File: src/rtl/data_mem_responder.sv
// data_mem_responder
// Multi-cycle data memory model for a pipeline MEM stage. A load or store is
// captured in IDLE. The block waits LATENCY busy cycles, then completes in DONE
// with a one-cycle ready pulse. mem_stall holds the upstream pipeline until then.

module data_mem_responder #(
    parameter int LATENCY    = 2,
    parameter int DEPTH_LOG2 = 6
) (
    input  logic        clock,
    input  logic        reset,
    input  logic        mem_read,
    input  logic        mem_write,
    input  logic [31:0] addr,
    input  logic [31:0] wdata,
    output logic [31:0] rdata,
    output logic        mem_stall,
    output logic        ready,
    output logic        misaligned
);

    localparam int DEPTH = 1 << DEPTH_LOG2;
    localparam bit ZERO_LATENCY = (LATENCY == 0);
    localparam logic [3:0] LATENCY_M1 = 4'((LATENCY > 0) ? LATENCY - 1 : 0);

    typedef enum logic [1:0] {
        IDLE,
        BUSY,
        DONE
    } state_t;

    state_t state;
    state_t state_next;

    logic [3:0]  wait_count;
    logic [3:0]  wait_count_next;

    logic [DEPTH_LOG2-1:0] cap_index;
    logic [31:0] cap_wdata;
    logic        cap_write;
    logic        cap_mis;

    logic [31:0] mem [DEPTH];

    logic        req;
    logic        accept;
    logic        finish;

    logic [DEPTH_LOG2-1:0] eff_index;
    logic [31:0] eff_wdata;
    logic        eff_write;
    logic        eff_mis;

    logic        unused_addr_bits;

    assign req    = mem_read | mem_write;
    assign accept = (state == IDLE) && req;

    // Upper address bits are intentionally ignored, so the index wraps.
    assign unused_addr_bits = ^addr[31:DEPTH_LOG2+2];

    // With zero latency the access completes on the capture edge itself.
    // The live inputs must then be used instead of the captured copies.
    assign eff_index = (state == IDLE) ? addr[DEPTH_LOG2+1:2] : cap_index;
    assign eff_wdata = (state == IDLE) ? wdata                : cap_wdata;
    assign eff_write = (state == IDLE) ? mem_write            : cap_write;
    assign eff_mis   = (state == IDLE) ? (addr[1:0] != 2'b00) : cap_mis;

    assign ready      = (state == DONE);
    assign misaligned = (state == DONE) && cap_mis;

    // State and wait-counter registers.
    always_ff @(posedge clock or negedge reset) begin
        if (!reset) begin
            state      <= IDLE;
            wait_count <= 4'd0;
        end else begin
            state      <= state_next;
            wait_count <= wait_count_next;
        end
    end

    // Next-state logic, stall generation and detection of the edge that
    // enters DONE (where the array write and the rdata load take place).
    always_comb begin
        state_next      = state;
        wait_count_next = wait_count;
        mem_stall       = 1'b0;
        finish          = 1'b0;
        case (state)
            IDLE: begin
                if (req) begin
                    mem_stall = 1'b1;
                    if (ZERO_LATENCY) begin
                        state_next = DONE;
                        finish     = 1'b1;
                    end else begin
                        state_next      = BUSY;
                        wait_count_next = LATENCY_M1;
                    end
                end
            end
            BUSY: begin
                mem_stall = 1'b1;
                if (wait_count == 4'd0) begin
                    state_next = DONE;
                    finish     = 1'b1;
                end else begin
                    wait_count_next = wait_count - 4'd1;
                end
            end
            DONE: begin
                state_next = IDLE;
            end
            default: begin
                state_next = IDLE;
            end
        endcase
    end

    // Capture the access when it is accepted; a store wins if both ops are set.
    always_ff @(posedge clock or negedge reset) begin
        if (!reset) begin
            cap_index <= '0;
            cap_wdata <= 32'd0;
            cap_write <= 1'b0;
            cap_mis   <= 1'b0;
        end else if (accept) begin
            cap_index <= addr[DEPTH_LOG2+1:2];
            cap_wdata <= wdata;
            cap_write <= mem_write;
            cap_mis   <= (addr[1:0] != 2'b00);
        end
    end

    // Word array: cleared by reset, written by aligned stores entering DONE.
    always_ff @(posedge clock or negedge reset) begin
        if (!reset) begin
            for (int i = 0; i < DEPTH; i++) begin
                mem[i] <= 32'd0;
            end
        end else if (finish && eff_write && !eff_mis) begin
            mem[eff_index] <= eff_wdata;
        end
    end

    // Load data register: updated only by completing loads, held otherwise.
    always_ff @(posedge clock or negedge reset) begin
        if (!reset) begin
            rdata <= 32'd0;
        end else if (finish && !eff_write) begin
            rdata <= eff_mis ? 32'd0 : mem[eff_index];
        end
    end

endmodule

File: config.mk
export PLATFORM = sky130hd
export DESIGN_NAME = data_mem_responder
export DESIGN_NICKNAME = d
export VERILOG_FILES = /design/src/rtl/data_mem_responder.sv
export SDC_FILE = /design/constraint.sdc
export NUM_CORES = 2
export LEC_CHECK = 0
export ABC_CLOCK_PERIOD_IN_PS = 8200
export BUFFER_PORTS_ARGS = -buffer_cell sky130_fd_sc_hd__buf_2
export CAP_MARGIN = 20
export CORE_ASPECT_RATIO = 0.9
export CORE_UTILIZATION = 55
export CTS_CLUSTER_DIAMETER = 150
export DETAILED_ROUTE_END_ITERATION = 10
export HOLD_SLACK_MARGIN = 0.08
export PLACE_DENSITY = 0.71
export SETUP_SLACK_MARGIN = 0.02
export SLEW_MARGIN = 10
export SYNTH_ARGS = -nofsm -noshare
export SYNTH_HDL_FRONTEND = slang
export SYNTH_SLANG_ARGS = --single-unit
export TNS_END_PERCENT = 10
File: constraint.sdc
create_clock -name clock -period 8.2 [get_ports clock]
set_clock_uncertainty 0.1 [all_clocks]
set_input_delay 0.82 -clock clock [delete_from_list [all_inputs] [get_ports clock]]
set_output_delay 0.82 -clock clock [all_outputs]
set_load 0.02 [all_outputs]
==> impl_metrics.toml <==
[floorplanning]
rows = 144
dieArea_um2 = 174000
io_pins = 103
fp.dieW_um = 439.6
chipHeight_um = 395.9
start_util_pct = 55.39
core_um2 = 171200

[worst_hold_path]
min_path_type = "in2reg"
hold_start = "addr[7]"

[layout]
stdcell_count = 12530
multi_input_area_um2 = 38330
stdcell_area_um2 = 103700
fin_util_pct = 60.61
fillers = 14270
regArea_um2 = 53200
drive_gt1_share_pct = 7.590
synthToLayoutAreaGrowth_pct = 9.416
fin_nets = 10170

[timing]
finalCritPeriodShare_pct = 62.48
fin_crit_ps = 5123
rsz0062_at_grt = "no"
worstMarginPinSlew_ps = 1253
hold_viol = 0
setup_violations = 0
fin_tns_setup_ps = 0
max_freq_mhz = 195.2
slew_violations = 0
relSlewSlack_pct = 16.45

[drt]
drc_errors = 0
drt_iter0_drc = 9568
viasPerCell = 6.237
wl_per_cell_um = 23.62
ant_nets = 0
wl_um = 296000
drt-pass1-iter-count = 5
vias = 78150

[cts]
cts_setup_buffers = 0
cts_tree = "built"
cts_root_buf = "clkbuf_16"
ctsHoldBuffers = 2
cts_buffer_depth = 3
cts_sinks = 2126
cts_buffers = 209
cts-resized-gates = 0
path_clk_slew_ps = 60
clk_latency_ps = 860
h-tree-depth = 4

[pwr]
irDropWorstVdd_v = 0.0003314
finalPower_w = 0.03729
p_leak_nw = 45.51
power_density_nw_per_um2 = 359.5

[global_route]
antenna_found_initial = 14
grt_use_met3_pct = 7.513
grt_pass1_vias = 73970
grt_first_pass_wirelength_um = 451000
use_met2_pct = 50.82
grt_overflow_total = 0
grt_usage_pct = 34.07
grt_util_met1_pct = 48.61
grt_max_degree = 180
busiest_layer = "met2"

[setup_path]
start_kind = "flop"
r2r_start = "state[0]$_DFFE_PN0P_"
end_kind = "flop"
cp.required_ps = 8870
crit_path_cell_trace = "or2_1 -> nand3_1 -> o21ai_4 -> buf_4 -> nand3_1 -> nor2_4 -> buf_4 -> nor2_1 -> a21oi_1"
crit_start = "state[0]$_DFFE_PN0P_"
cp_max_fo = 46
cpPeakStageDelay_ps = 880
cpMaxStageDelayCell = "nand3_1"
critPathArrivalTime_ps = 5790
crit_type = "reg2reg"

[synthesis]
ys.flop_type = "dfrtp_1"
yosysTopAreaCellShare_pct = 56.11
ys_seq_area_share_pct = 56.11
ys_async_sr_fraction_pct = 100.0
netlist_area_um2 = 94810
synth.avg_cell_area_um2 = 8.962
syn_nets = 10650
yosys.area.top_type = "dfrtp_1"
yosys_warnings = 0
ys_ff_latch = 2126
ys_types = 46
synth_area_leaders = "dfrtp_1 (56%), nand2_1 (9.6%), o21ai_0 (7.2%)"
synth-edff-count = 0
postSynthCellCount = 10580

[placement]
globalplace.congestion = 0.8569
placed_area_um2 = 96760
dpl.hpwl_um = 164600
portBuffers = 78
dp.cells = 12150

[job]
cap_violations = 0

[status]
outcome = "finished, final reports clean"
==> per-layer routing <==
layer / vias to the layer above / wire [um]
li1: 35180 / -
met1: 38610 / 122700
met2: 3755 / 130500
met3: 601 / 30780
met4: 8 / 11920
met5: - / 44
==> registers in the layout (all words and copies together), names as in the netlist <==
signal / cells
rdata: 32
state: 2
cap_write: 1
cap_index: 6
mem: 2048
wait_count: 4
cap_wdata: 32
cap_mis: 1
==> cells in the mapped netlist (121+ instances only) <==
master / n
o211ai_1: 232
a32oi_1: 219
o21ai_0: 1367
a21oi_1: 813
buf_2: 215
nand3_1: 360
nand2b_1: 121
dfrtp_1: 2126
nand2_1: 2434
clkbuf_1: 722
mux2i_1: 384
nor2_1: 1011
a31oi_1: 130
==> stage by stage <==
stage,hold WS (ps),setup WS (ps)
finish,144.6,3077
global route,140.8,2902
CTS,106.5,3267
detailed placement,369.4,2948
global placement,360.9,3014
floorplan,349.2,5150
==> placed cells by master (no fill, tap or decap), types with 183 or more instances in the layout <==
cell,n
a21oi_1,813
a32oi_1,219
buf_4,183
clkbuf_16,214
dfrtp_1,2125
mux2i_1,349
nand2_1,2422
nand3_1,344
nor2_1,1010
o211ai_1,232
o21ai_0,1367
==> worst paths after layout <==
check	slack [ps]	depth (start not counted)	endpoint
worst max-delay path	3080	9	mem[1827]$_DFFE_PN0P_
worst min-delay path	140	2	cap_index[5]$_DFFE_PN0P_
worst min register to register	380	2	mem[1605]$_DFFE_PN0P_
worst max register to register	3080	9	mem[1827]$_DFFE_PN0P_
max in group asynchronous	5260	4	mem[27]$_DFFE_PN0P_
min in group asynchronous	480	2	cap_wdata[20]$_DFFE_PN0P_
==> worst max-delay path, delay by kind of cell (launching register included) <==
kind	cells	cell delay [ps]
AND/OR/NAND/NOR	5	2830
AO/OA/AOI/OAI	2	260
buffers and inverters	2	1300
flip-flops	1	500
==> cell type report <==
type | instances | area share (%)
Clock inverter | 57 | 0.5500
Clock buffer | 315 | 6.029
Sequential cell | 2126 | 51.29
Tap cell | 2263 | 2.729
Antenna cell | 3 | 0.007237
Inverter | 5 | 0.01809
Multi-Input combinational cell | 7463 | 36.95
Timing Repair Buffer | 298 | 2.429
==> report_power, final <==
part / internal [W] / leakage, nW / total, W / switching (W)
logic: 0.00375 / 12.6 / 0.0149 / 0.0112
registers: 0.0118 / 29.5 / 0.0127 / 0.000889
clock network: 0.00549 / 3.39 / 0.00962 / 0.00413
==> logic make-up (layout without fill, tap and decap cells) <==
group | count (synthesis) | in the layout | share of synthesized area (%)
compound gates | 2930 | 2930 | 17.50
xor+xnor | 2 | 2 | 0.01848
fa+ha+maj | 2 | 2 | 0.02639
buf+inv | 990 | 675 | 4.203
flops | 2126 | 2126 | 56.11
mux | 425 | 425 | 4.544
other cells | 0 | 3 | 0
simple gates | 4104 | 4104 | 17.59
(Power assumes the default switching activity.)
